===== src/rtl/sync_ctrl_pkg.sv =====
// Shared types and default constants for the 64b/66b lock-sequencing controller.
package sync_ctrl_pkg;

   localparam int OFFSET_W = 7;

   localparam int unsigned DEF_LOCK_CNT     = 16;
   localparam int unsigned DEF_HUNT_TIMEOUT = 1024;
   localparam int unsigned DEF_ERR_WIN      = 64;
   localparam int unsigned DEF_MAX_ERR      = 16;
   localparam int unsigned DEF_SEEK_RST_CYC = 4;

   // Encoding is visible on state_o for ILA debug, so values are fixed.
   typedef enum logic [2:0] {
      ST_IDLE   = 3'd0,
      ST_HUNT   = 3'd1,
      ST_VERIFY = 3'd2,
      ST_LOCKED = 3'd3,
      ST_RESEEK = 3'd4
   } state_e;

endpackage


===== src/rtl/sync_err_window.sv =====
// Locked-state error monitor: counts bad samples inside fixed-length windows
// and pulses loss_o on the sample that brings the error count to MAX_ERR.
module sync_err_window
   import sync_ctrl_pkg::*;
#(
   parameter int unsigned ERR_WIN = DEF_ERR_WIN,
   parameter int unsigned MAX_ERR = DEF_MAX_ERR
) (
   input  logic clk_i,
   input  logic rst_ni,
   input  logic sample_i,
   input  logic bad_i,
   input  logic clear_i,
   output logic loss_o
);

   localparam int WCNT_W = $clog2(ERR_WIN + 1);
   localparam int ECNT_W = $clog2(MAX_ERR + 1);

   logic [WCNT_W-1:0] wcnt_q, wcnt_d;
   logic [ECNT_W-1:0] ecnt_q, ecnt_d;
   logic              win_end;

   // Loss takes priority over the window wrap when both land on one sample.
   always_comb begin
      // NOTE: every output of a combinational block gets a default first so no latch is inferred.
      wcnt_d  = wcnt_q;
      ecnt_d  = ecnt_q;
      loss_o  = 1'b0;
      win_end = (wcnt_q == WCNT_W'(ERR_WIN - 1));
      if (clear_i) begin
         wcnt_d = '0;
         ecnt_d = '0;
      end else if (sample_i) begin
         if (bad_i && (ecnt_q == ECNT_W'(MAX_ERR - 1))) begin
            loss_o = 1'b1;
            wcnt_d = '0;
            ecnt_d = '0;
         end else if (win_end) begin
            wcnt_d = '0;
            ecnt_d = '0;
         end else begin
            wcnt_d = wcnt_q + WCNT_W'(1);
            ecnt_d = bad_i ? ecnt_q + ECNT_W'(1) : ecnt_q;
         end
      end
   end

   // Window and error counter registers.
   always_ff @(posedge clk_i or negedge rst_ni) begin
      if (!rst_ni) begin
         wcnt_q <= '0;
         ecnt_q <= '0;
      end else begin
         // NOTE: sequential state uses non-blocking assignments so every flop samples pre-edge values.
         wcnt_q <= wcnt_d;
         ecnt_q <= ecnt_d;
      end
   end

endmodule


===== src/rtl/block_sync_ctrl.sv =====
// Per-lane lock sequencer: qualifies the raw seeker sync/offset stream through
// hunt -> verify -> locked, and re-seeks the seeker on timeout or loss of lock.
module block_sync_ctrl
   import sync_ctrl_pkg::*;
#(
   parameter int unsigned LOCK_CNT     = DEF_LOCK_CNT,
   parameter int unsigned HUNT_TIMEOUT = DEF_HUNT_TIMEOUT,
   parameter int unsigned ERR_WIN      = DEF_ERR_WIN,
   parameter int unsigned MAX_ERR      = DEF_MAX_ERR,
   parameter int unsigned SEEK_RST_CYC = DEF_SEEK_RST_CYC
) (
   input  logic                clk_i,
   input  logic                rst_ni,
   input  logic                en_i,
   input  logic                buffer_dv,
   input  logic                seek_synced_i,
   input  logic [OFFSET_W-1:0] seek_offset_i,
   output logic                seeker_rst_o,
   output logic                lock_o,
   output logic [OFFSET_W-1:0] lock_offset_o,
   output logic [2:0]          state_o,
   output logic [7:0]          loss_cnt_o
);

   localparam int TCNT_W = $clog2(HUNT_TIMEOUT + 1);
   localparam int VCNT_W = $clog2(LOCK_CNT + 1);
   localparam int RCNT_W = $clog2(SEEK_RST_CYC + 1);

   state_e              state_q, state_d;
   logic [TCNT_W-1:0]   tcnt_q, tcnt_d;
   logic [VCNT_W-1:0]   vcnt_q, vcnt_d;
   logic [RCNT_W-1:0]   rcnt_q, rcnt_d;
   logic [OFFSET_W-1:0] cand_q, cand_d;
   logic [OFFSET_W-1:0] lock_offset_q, lock_offset_d;
   logic [7:0]          loss_cnt_q, loss_cnt_d;
   logic                lock_q, lock_d;
   logic                seeker_rst_q, seeker_rst_d;

   logic win_sample, win_bad, win_clear, win_loss;
   logic sample_ok;

   assign sample_ok  = seek_synced_i && (seek_offset_i == cand_q);
   assign win_sample = en_i && buffer_dv && (state_q == ST_LOCKED);
   assign win_bad    = !(seek_synced_i && (seek_offset_i == lock_offset_q));
   assign win_clear  = !en_i || (state_q != ST_LOCKED);

   sync_err_window #(
      .ERR_WIN (ERR_WIN),
      .MAX_ERR (MAX_ERR)
   ) u_err_window (
      .clk_i    (clk_i),
      .rst_ni   (rst_ni),
      .sample_i (win_sample),
      .bad_i    (win_bad),
      .clear_i  (win_clear),
      .loss_o   (win_loss)
   );

   // Next-state, counter and registered-output logic; en_i low overrides all.
   always_comb begin
      state_d       = state_q;
      tcnt_d        = tcnt_q;
      vcnt_d        = vcnt_q;
      rcnt_d        = rcnt_q;
      cand_d        = cand_q;
      lock_offset_d = lock_offset_q;
      loss_cnt_d    = loss_cnt_q;

      if (!en_i) begin
         state_d = ST_IDLE;
         tcnt_d  = '0;
         vcnt_d  = '0;
         rcnt_d  = '0;
      end else begin
         unique case (state_q)
            ST_IDLE: state_d = ST_HUNT;

            ST_HUNT: if (buffer_dv) begin
               if (seek_synced_i) begin
                  cand_d  = seek_offset_i;
                  vcnt_d  = VCNT_W'(1);
                  tcnt_d  = '0;
                  state_d = ST_VERIFY;
               end else if (tcnt_q == TCNT_W'(HUNT_TIMEOUT - 1)) begin
                  tcnt_d  = '0;
                  rcnt_d  = '0;
                  state_d = ST_RESEEK;
               end else begin
                  tcnt_d = tcnt_q + TCNT_W'(1);
               end
            end

            ST_VERIFY: if (buffer_dv) begin
               if (sample_ok) begin
                  if (vcnt_q == VCNT_W'(LOCK_CNT - 1)) begin
                     vcnt_d        = '0;
                     lock_offset_d = cand_q;
                     state_d       = ST_LOCKED;
                  end else begin
                     vcnt_d = vcnt_q + VCNT_W'(1);
                  end
               end else if (seek_synced_i) begin
                  cand_d = seek_offset_i;
                  vcnt_d = VCNT_W'(1);
               end else begin
                  vcnt_d  = '0;
                  tcnt_d  = '0;
                  state_d = ST_HUNT;
               end
            end

            ST_LOCKED: if (win_loss) begin
               rcnt_d  = '0;
               state_d = ST_RESEEK;
               if (loss_cnt_q != 8'hFF) loss_cnt_d = loss_cnt_q + 8'd1;
            end

            ST_RESEEK: begin
               if (rcnt_q == RCNT_W'(SEEK_RST_CYC - 1)) begin
                  rcnt_d  = '0;
                  tcnt_d  = '0;
                  vcnt_d  = '0;
                  state_d = ST_HUNT;
               end else begin
                  rcnt_d = rcnt_q + RCNT_W'(1);
               end
            end

            default: state_d = ST_IDLE;
         endcase
      end

      lock_d       = (state_d == ST_LOCKED);
      seeker_rst_d = (state_d == ST_IDLE) || (state_d == ST_RESEEK);
   end

   // State, counter and output registers.
   always_ff @(posedge clk_i or negedge rst_ni) begin
      if (!rst_ni) begin
         state_q       <= ST_IDLE;
         tcnt_q        <= '0;
         vcnt_q        <= '0;
         rcnt_q        <= '0;
         cand_q        <= '0;
         lock_offset_q <= '0;
         loss_cnt_q    <= '0;
         lock_q        <= 1'b0;
         seeker_rst_q  <= 1'b1;
      end else begin
         state_q       <= state_d;
         tcnt_q        <= tcnt_d;
         vcnt_q        <= vcnt_d;
         rcnt_q        <= rcnt_d;
         cand_q        <= cand_d;
         lock_offset_q <= lock_offset_d;
         loss_cnt_q    <= loss_cnt_d;
         lock_q        <= lock_d;
         seeker_rst_q  <= seeker_rst_d;
      end
   end

   assign seeker_rst_o  = seeker_rst_q;
   assign lock_o        = lock_q;
   assign lock_offset_o = lock_offset_q;
   assign state_o       = state_q;
   assign loss_cnt_o    = loss_cnt_q;

endmodule


===== config.mk =====
export PLATFORM = sky130hd
export DESIGN_NAME = block_sync_ctrl
export DESIGN_NICKNAME = d
export VERILOG_FILES = /design/src/rtl/sync_ctrl_pkg.sv /design/src/rtl/sync_err_window.sv /design/src/rtl/block_sync_ctrl.sv
export SDC_FILE = /design/constraint.sdc
export NUM_CORES = 1
export LEC_CHECK = 0
export BUFFER_PORTS_ARGS = -buffer_cell sky130_fd_sc_hd__buf_4
export CAP_MARGIN = 20
export CORE_MARGIN = 2
export CORE_UTILIZATION = 45
export DETAILED_ROUTE_END_ITERATION = 10
export GPL_TIMING_DRIVEN = 0
export PLACE_DENSITY = 0.66
export SYNTH_ARGS = -nofsm -noshare
export SYNTH_HDL_FRONTEND = slang
export SYNTH_SLANG_ARGS = --single-unit

===== constraint.sdc =====
create_clock -name clk_i -period 1.7 [get_ports clk_i]
set_input_delay 0.34 -clock clk_i [delete_from_list [all_inputs] [get_ports clk_i]]
set_output_delay 0.34 -clock clk_i [all_outputs]
set_load 0.005 [all_outputs]

Word-level counts from Yosys, hierarchy flattened
Cells that the tools add are included.
{"block": "word_totals", "elab_cells": 120, "out_inout_bits": 20, "input_bits": 12, "reg_bits": 58}
{"block": "classes", "muxes": 53, "reduce_logical": 20, "addsub": 6, "eq_ne": 30}
{"operator": "11-bit 2-to-1 mux", "count": 8}
{"operator": "5-bit 2-to-1 mux", "count": 12}
{"operator": "7-bit 2-to-1 mux", "count": 8}
{"operator": "3-bit 2-to-1 mux", "count": 16}
{"operator": "11-bit one-hot mux with 3 select lines", "count": 1}
{"operator": "3-bit inequality test, second input constant", "count": 8}
{"operator": "5-bit AND reduction", "count": 4}
{"operator": "3-bit one-hot mux with 5 select lines", "count": 1}
{"operator": "5-bit one-hot mux with 3 select lines", "count": 1}
{"operator": "7-bit == test", "count": 2}
{"operator": "7-bit one-hot mux with 2 select lines", "count": 1}
{"operator": "3-bit by 2-bit == test with 1-bit output, second input constant", "count": 4}
{"operator": "4-bit by 1-bit inequality test with 1-bit output, second input constant", "count": 3}
{"operator": "11-bit by 1-bit adder with 11-bit output, second input constant", "count": 1}
{"operator": "11-bit by 10-bit == test with 1-bit output, second input constant", "count": 1}
{"operator": "5-bit by 1-bit adder with 5-bit output, second input constant", "count": 2}
{"operator": "5-bit by 4-bit == test with 1-bit output, second input constant", "count": 2}
{"operator": "3-bit one-hot mux with 3 select lines", "count": 1}
{"operator": "8-bit by 1-bit adder with 8-bit output, second input constant", "count": 1}
{"operator": "8-bit inequality test, second input constant", "count": 1}
{"operator": "7-bit by 1-bit adder with 7-bit output, second input constant", "count": 1}
{"operator": "7-bit by 6-bit == test with 1-bit output, second input constant", "count": 1}
{"operator": "3-bit == test, second input constant", "count": 2}
{"operator": "3-bit zero test", "count": 2}
{"operator": "12 further kinds", "count": 25}

Longest topological paths before layout
{"block": "logic_depth", "word_depth": 12, "ltp_mapped": 7, "depth_no_buf": 7}

Cells and area by module
From an unflattened synthesis, not the netlist that was laid out.
{"block": "hier_totals", "hier_cells": 319, "hier_area_um2": 3223.1}
{"mod": "block_sync_ctrl", "area_each_um2": 2521.2, "instances": 1, "cells_per_inst": 245, "seq_area_each_um2": 1152.4}
{"mod": "sync_err_window", "area_each_um2": 701.9, "instances": 1, "cells_per_inst": 74, "seq_area_each_um2": 300.3}

Worst setup path before layout
Ideal clock, no wire load.
{"block": "synth_path", "path_type": "reg-to-reg", "from": "reg u_err_window.ecnt_q[0]", "to": "reg loss_cnt_q[1], in the netlist loss_cnt_o[1]", "t_required_ps": 1575, "arrival_ps": 1778, "setup_slack_ps": -202, "setup_ps": 125, "path_buffers": 0, "period_less_slack_ps": 1902, "stages_incl_launch_ff": 7, "cell_sequence": "dfrtp_1 > ha_1 > and3_1 > ha_1 > nand3_1 > nor3_1 > mux2_2"}
{"block": "synth_via", "elab_chain_len": 6}
{"item": "start, declared", "line_no": "sync_err_window.sv:21", "source": "logic [ECNT_W-1:0] ecnt_q, ecnt_d;"}
{"item": "start signal, assigned", "line_no": "sync_err_window.sv:57", "source": "ecnt_q <= ecnt_d;"}
{"item": "5-bit by 4-bit == test with 1-bit output", "line_no": "sync_err_window.sv:35", "source": "if (bad_i && (ecnt_q == ECNT_W'(MAX_ERR - 1))) begin"}
{"item": "1-bit logical AND", "line_no": "sync_err_window.sv:35"}
{"item": "1-bit 2-to-1 mux", "line_no": "sync_err_window.sv:35"}
{"item": "1-bit 2-to-1 mux", "line_no": "sync_err_window.sv:34", "source": "end else if (sample_i) begin"}
{"item": "1-bit 2-to-1 mux", "line_no": "sync_err_window.sv:31", "source": "if (clear_i) begin"}
{"item": "4-bit AND reduction (no line)"}
{"item": "end signal, assigned", "line_no": "block_sync_ctrl.sv:156", "source": "loss_cnt_q <= loss_cnt_d;"}
{"item": "end, declared", "line_no": "block_sync_ctrl.sv:35", "source": "logic [7:0] loss_cnt_q, loss_cnt_d;"}
Every way passes these cells.
A chain may end at the register's enable or synchronous reset.

Final worst setup path
{"block": "layout_path", "from": "reg vcnt_q[1]", "to": "reg lock_offset_q[5], in the netlist lock_offset_o[5]"}
{"block": "layout_via", "elab_chain_len": 2}
{"item": "start, declared", "line_no": "block_sync_ctrl.sv:31", "source": "logic [VCNT_W-1:0] vcnt_q, vcnt_d;"}
{"item": "start signal, assigned", "line_no": "block_sync_ctrl.sv:152", "source": "vcnt_q <= vcnt_d;"}
{"item": "5-bit by 4-bit == test with 1-bit output", "line_no": "block_sync_ctrl.sv:95", "source": "if (vcnt_q == VCNT_W'(LOCK_CNT - 1)) begin"}
{"item": "5-bit AND reduction (no line)"}
{"item": "end signal, assigned", "line_no": "block_sync_ctrl.sv:155", "source": "lock_offset_q <= lock_offset_d;"}
{"item": "end, declared", "line_no": "block_sync_ctrl.sv:34", "source": "logic [OFFSET_W-1:0] lock_offset_q, lock_offset_d;"}
Every way passes these cells.

==> run summary <==
The cell area after synthesis was 3320 sq um. The number of antenna diodes in the final layout is 0. The start point of the critical path is vcnt_q[1].

The clock tree skew after final layout is 0.00993 ns, and the maximum clock frequency is 0.511 GHz. Number of vias per cell after detailed routing: 5.76. The run gives 5050 um as the placed wire-length estimate after detailed placement. After the last flow step, the layout net total stands at 473. The synthesized instance count was 343. The fraction of final layout cells with drive strength greater than 1 was 0.499. The number of cells on the worst reg-to-reg path is 6. Once detail routing completed, the nets flagged for antenna violations numbered 0. The average instance in the mapped netlist occupies 9.67 sq um. After synthesis, the most frequently instantiated cells are dfrtp_1, nand2_1, nand3_1.

After detailed routing, the wire length on met1 is 4100 um. The tools report the endpoint of the most critical register-to-register path as lock_offset_o[5]. Among all flip-flop cells after synthesis, the most frequent one is dfrtp_1.

The run gives -7.31 ns as the accumulated negative setup slack. Across the VDD grid, the largest voltage drop is 0.602 mV. Clock tree synthesis inserted a total of 9 buffers. The async set-reset flop share out of synthesis came out at 1.00. The run gives 2 as the maximum number of buffers from clock root to sink.

Distinct cell type count of the synthesized netlist: 52. The register clock-pin slew on the reported worst setup and hold paths was 0.08 ns. In the detailed route, the total length drawn on met2 is 5030 um. Via count of the first global-routing pass: 3,180. Input and output buffers added on the ports amount to 29. The first global-routing pass estimated 15,200 um of wire. The launching point of the worst reg2reg path is vcnt_q[1]. The total setup violations reported at the end of the flow was 54; the number of register bits inferred by synthesis was 58.

The reg-to-reg setup timing slack came out at -0.26 ns. Routed wirelength normalized by instance count: 17.5 um. Summed over all layers, the global routing overflow is 0. The tools report the portion of total power attributed to the clock network as 0.385.

The detailed router finished its first iteration with 205 violations. The tool flagged a number of max-cap violations equal to 0. The power density relative to cell area came out at 754 nW/um^2. The run finished, with violations left.

STA puts the critical path data required time at 1.93 ns. The launching element type of the critical path was a register. Summed over all nets, the switching power comes to 1.10 mW. Sequential share of the synthesized area: 0.438. The initial antenna violation count was 0. The worst hold path belongs to the class in -> async. The number of enable flip-flop cells after synthesis came out at 0.

The routed design has 9780 um of wire. Shortest period the worst path allows: 1.96 ns. In this run the number of H-tree levels came out at 3.

The largest net degree at the start of global routing was 59; the proportion of power drawn by flip-flops and latches was 0.399. Ranked by total cell area, the synthesized netlist is headed by dfrtp_1, mux2_2, xnor2_1. The transition time at the pin with the least slew margin was 0.758 ns.

The run gives 0 as the final count of hold timing violations. The core region is 7180 sq um. The logs give 0 for the number of warning messages in the yosys log and 32 for the number of top-level pins. For this run, design rule violations remaining after detail routing come to 0. Including well taps, the total number of placed cells is 471. The most common cell in the netlist is dfrtp_1.

Cell internal power was estimated by the tool at 2.76 mW. After the flow finishes, the layout carries non-filler instances totaling 558. After layout, the design draws a total of 3.86 mW. Before CTS, the worst setup slack after placement is -0.414 ns. The tools report the type of destination of the critical path as a register. The global-route total usage across every layer came out at 0.229. The x dimension of the die is 89.9 um.

In this run the worst setup path terminates at lock_offset_o[5]. The fraction of power spent switching nets is 0.286, and the number of buffers inserted for hold repair after clock tree synthesis is 0. TritonCTS built the clock tree. The max-slew violation total from the final report came out at 0. The highest routing layer actually used was met4. Top fanout value on the critical path: 7.

At the worst endpoint, the arrival time is 2.18 ns. dfrtp_1 takes more of the synthesized area than any other cell. The part of the total power dissipated in combinational logic came out at 0.216. The number of nets in the synthesized netlist is 362. The max-slew headroom at the worst pin was 0.494; the via count was 3,213. Layout overhead on the synthesized area: 54.2%. The clock tree root driver cell was clkbuf_8.

The die boundary height was 89.9 um; the total clock sinks was 58. Summing all placed instances gives a cell area of 3770 sq um. In this run the core area contains 31 standard-cell rows.

The clock latency on the worst-skew pair came out at 0.35 ns. Share of the clock period used by the worst path after layout: 1.15. The post-route cell area is 5120 sq um. The analysis attributes to cell leakage a power of 2.22 nW.

Setup repair after global routing could not meet its margin everywhere. The logs give 0.0650 ns for the worst-case hold slack and 0.846 for the placer's final routability congestion estimate. The critical path is of the reg -> reg type. The starting utilization of the core area was 0.462; the fraction of post-synthesis cell area in the top cell type by area was 0.430. The die area was 8070 sq um. The checks that failed: negative setup slack. The post-layout utilization of the core was 0.713. In the detailed route, the total length drawn on met3 is 395 um. The logs give -0.256 ns for the final worst slack and 488 for the number of inserted filler cells in the final layout. The count of TritonRoute iterations in the first routing pass was 4.
==> final cells by class <==
type	instances	area, sq um	share of cell area
well taps	99	124	0.0242
repair buffers	99	816	0.159
multi-input cells	261	2360	0.461
inverters	14	52.6	0.0103
plain buffers	11	81.3	0.0159
clock buffers	10	138	0.0269
clock inverters	6	90.1	0.0176
flip-flops and latches	58	1460	0.285
==> power by group through the flow <==
| stage | Sequential (mW) | Combinational [mW] | Clock, mW |
|---|---|---|---|
| 3_5_place_dp | 1.56 | 0.474 | 0 |
| 5_1_grt | 1.55 | 0.886 | 1.56 |
| 6_report | 1.54 | 0.834 | 1.49 |
| 4_1_cts | 1.53 | 0.697 | 1.48 |
| 2_1_floorplan | 1.54 | 0.344 | 0 |
| 3_3_place_gp | 1.56 | 0.461 | 0 |
==> critical path, cell delays in order, from the launching register on <==
cell and delay (ns):
dfrtp_1 0.37, ha_2 0.19, and4b_1 0.25, nand4_1 0.19, nor4_4 0.30, buf_6 0.19, mux2_2 0.34
==> registers in the layout, summed over array words and instances, names as in the netlist <==
register	count
cand_q	7
lock_o	1
lock_offset_o	7
loss_cnt_o	8
rcnt_q	3
seeker_rst_o	1
state_o	3
tcnt_q	11
u_err_window.ecnt_q	5
u_err_window.wcnt_q	7
vcnt_q	5
==> layer usage <==
layer,global-route usage,up-vias
met2,0.395,89
met5,0,-
met4,0.0897,0
met3,0.0411,27
li1,-,1502
met1,0.288,1595
==> cell usage in the layout (no fill, tap or decap), types with 4 or more instances in the layout <==
cell type   synthesis  layout
buf_4               0      86
dfrtp_1            57      54
nand2_1            31      27
nand3_1            22      17
nor2_1             18      16
inv_1              14      13
buf_6               0      13
clkbuf_8            0      12
a21oi_1            14      12
mux2_4              0      11
xnor2_2             0       9
nor4_4              2       8
o21ai_1             1       8
xnor2_1            16       7
nor3_1             11       7
mux2_2             18       7
nand2b_1            8       5
o21ai_2             1       5
xor2_1              5       5
and3_1              5       4
nand4_1             4       4
o21ai_4             0       4
o21ai_0            18       4
nor2b_1             4       4
o22ai_1             5       4
nor3b_1             6       4
o31ai_2             0       4
clkinvlp_4          0       4
==> cell families after synthesis <==
logic type	share of synthesized area
adder cells (fa/ha/maj)	0.0264
buffers and inverters	0.0298
XOR/XNOR	0.0554
multiplexers	0.0641
AO/OA/AOI/OAI	0.164
AND/OR/NAND/NOR	0.222
flip-flops	0.438
==> worst min path at each step <==
stage	from	endpoint	slack (ns)
floorplan	rst_ni	cand_q[0]	0.04
global placement	rst_ni	u_err_window.wcnt_q[5]	0.46
detailed placement	rst_ni	u_err_window.wcnt_q[5]	0.47
CTS	rst_ni	loss_cnt_o[6]	0.1
global route	rst_ni	loss_cnt_o[7]	0.13
finish	rst_ni	u_err_window.wcnt_q[5]	0.06
==> repair_timing <==
action,4_1_cts,5_1_grt
gates cloned,3,1
pin swaps,35,28
setup endpoints to repair,56,56
buffers inserted,50,17
resized for setup,76,55
No activity file was read; power rests on OpenSTA's default activity.
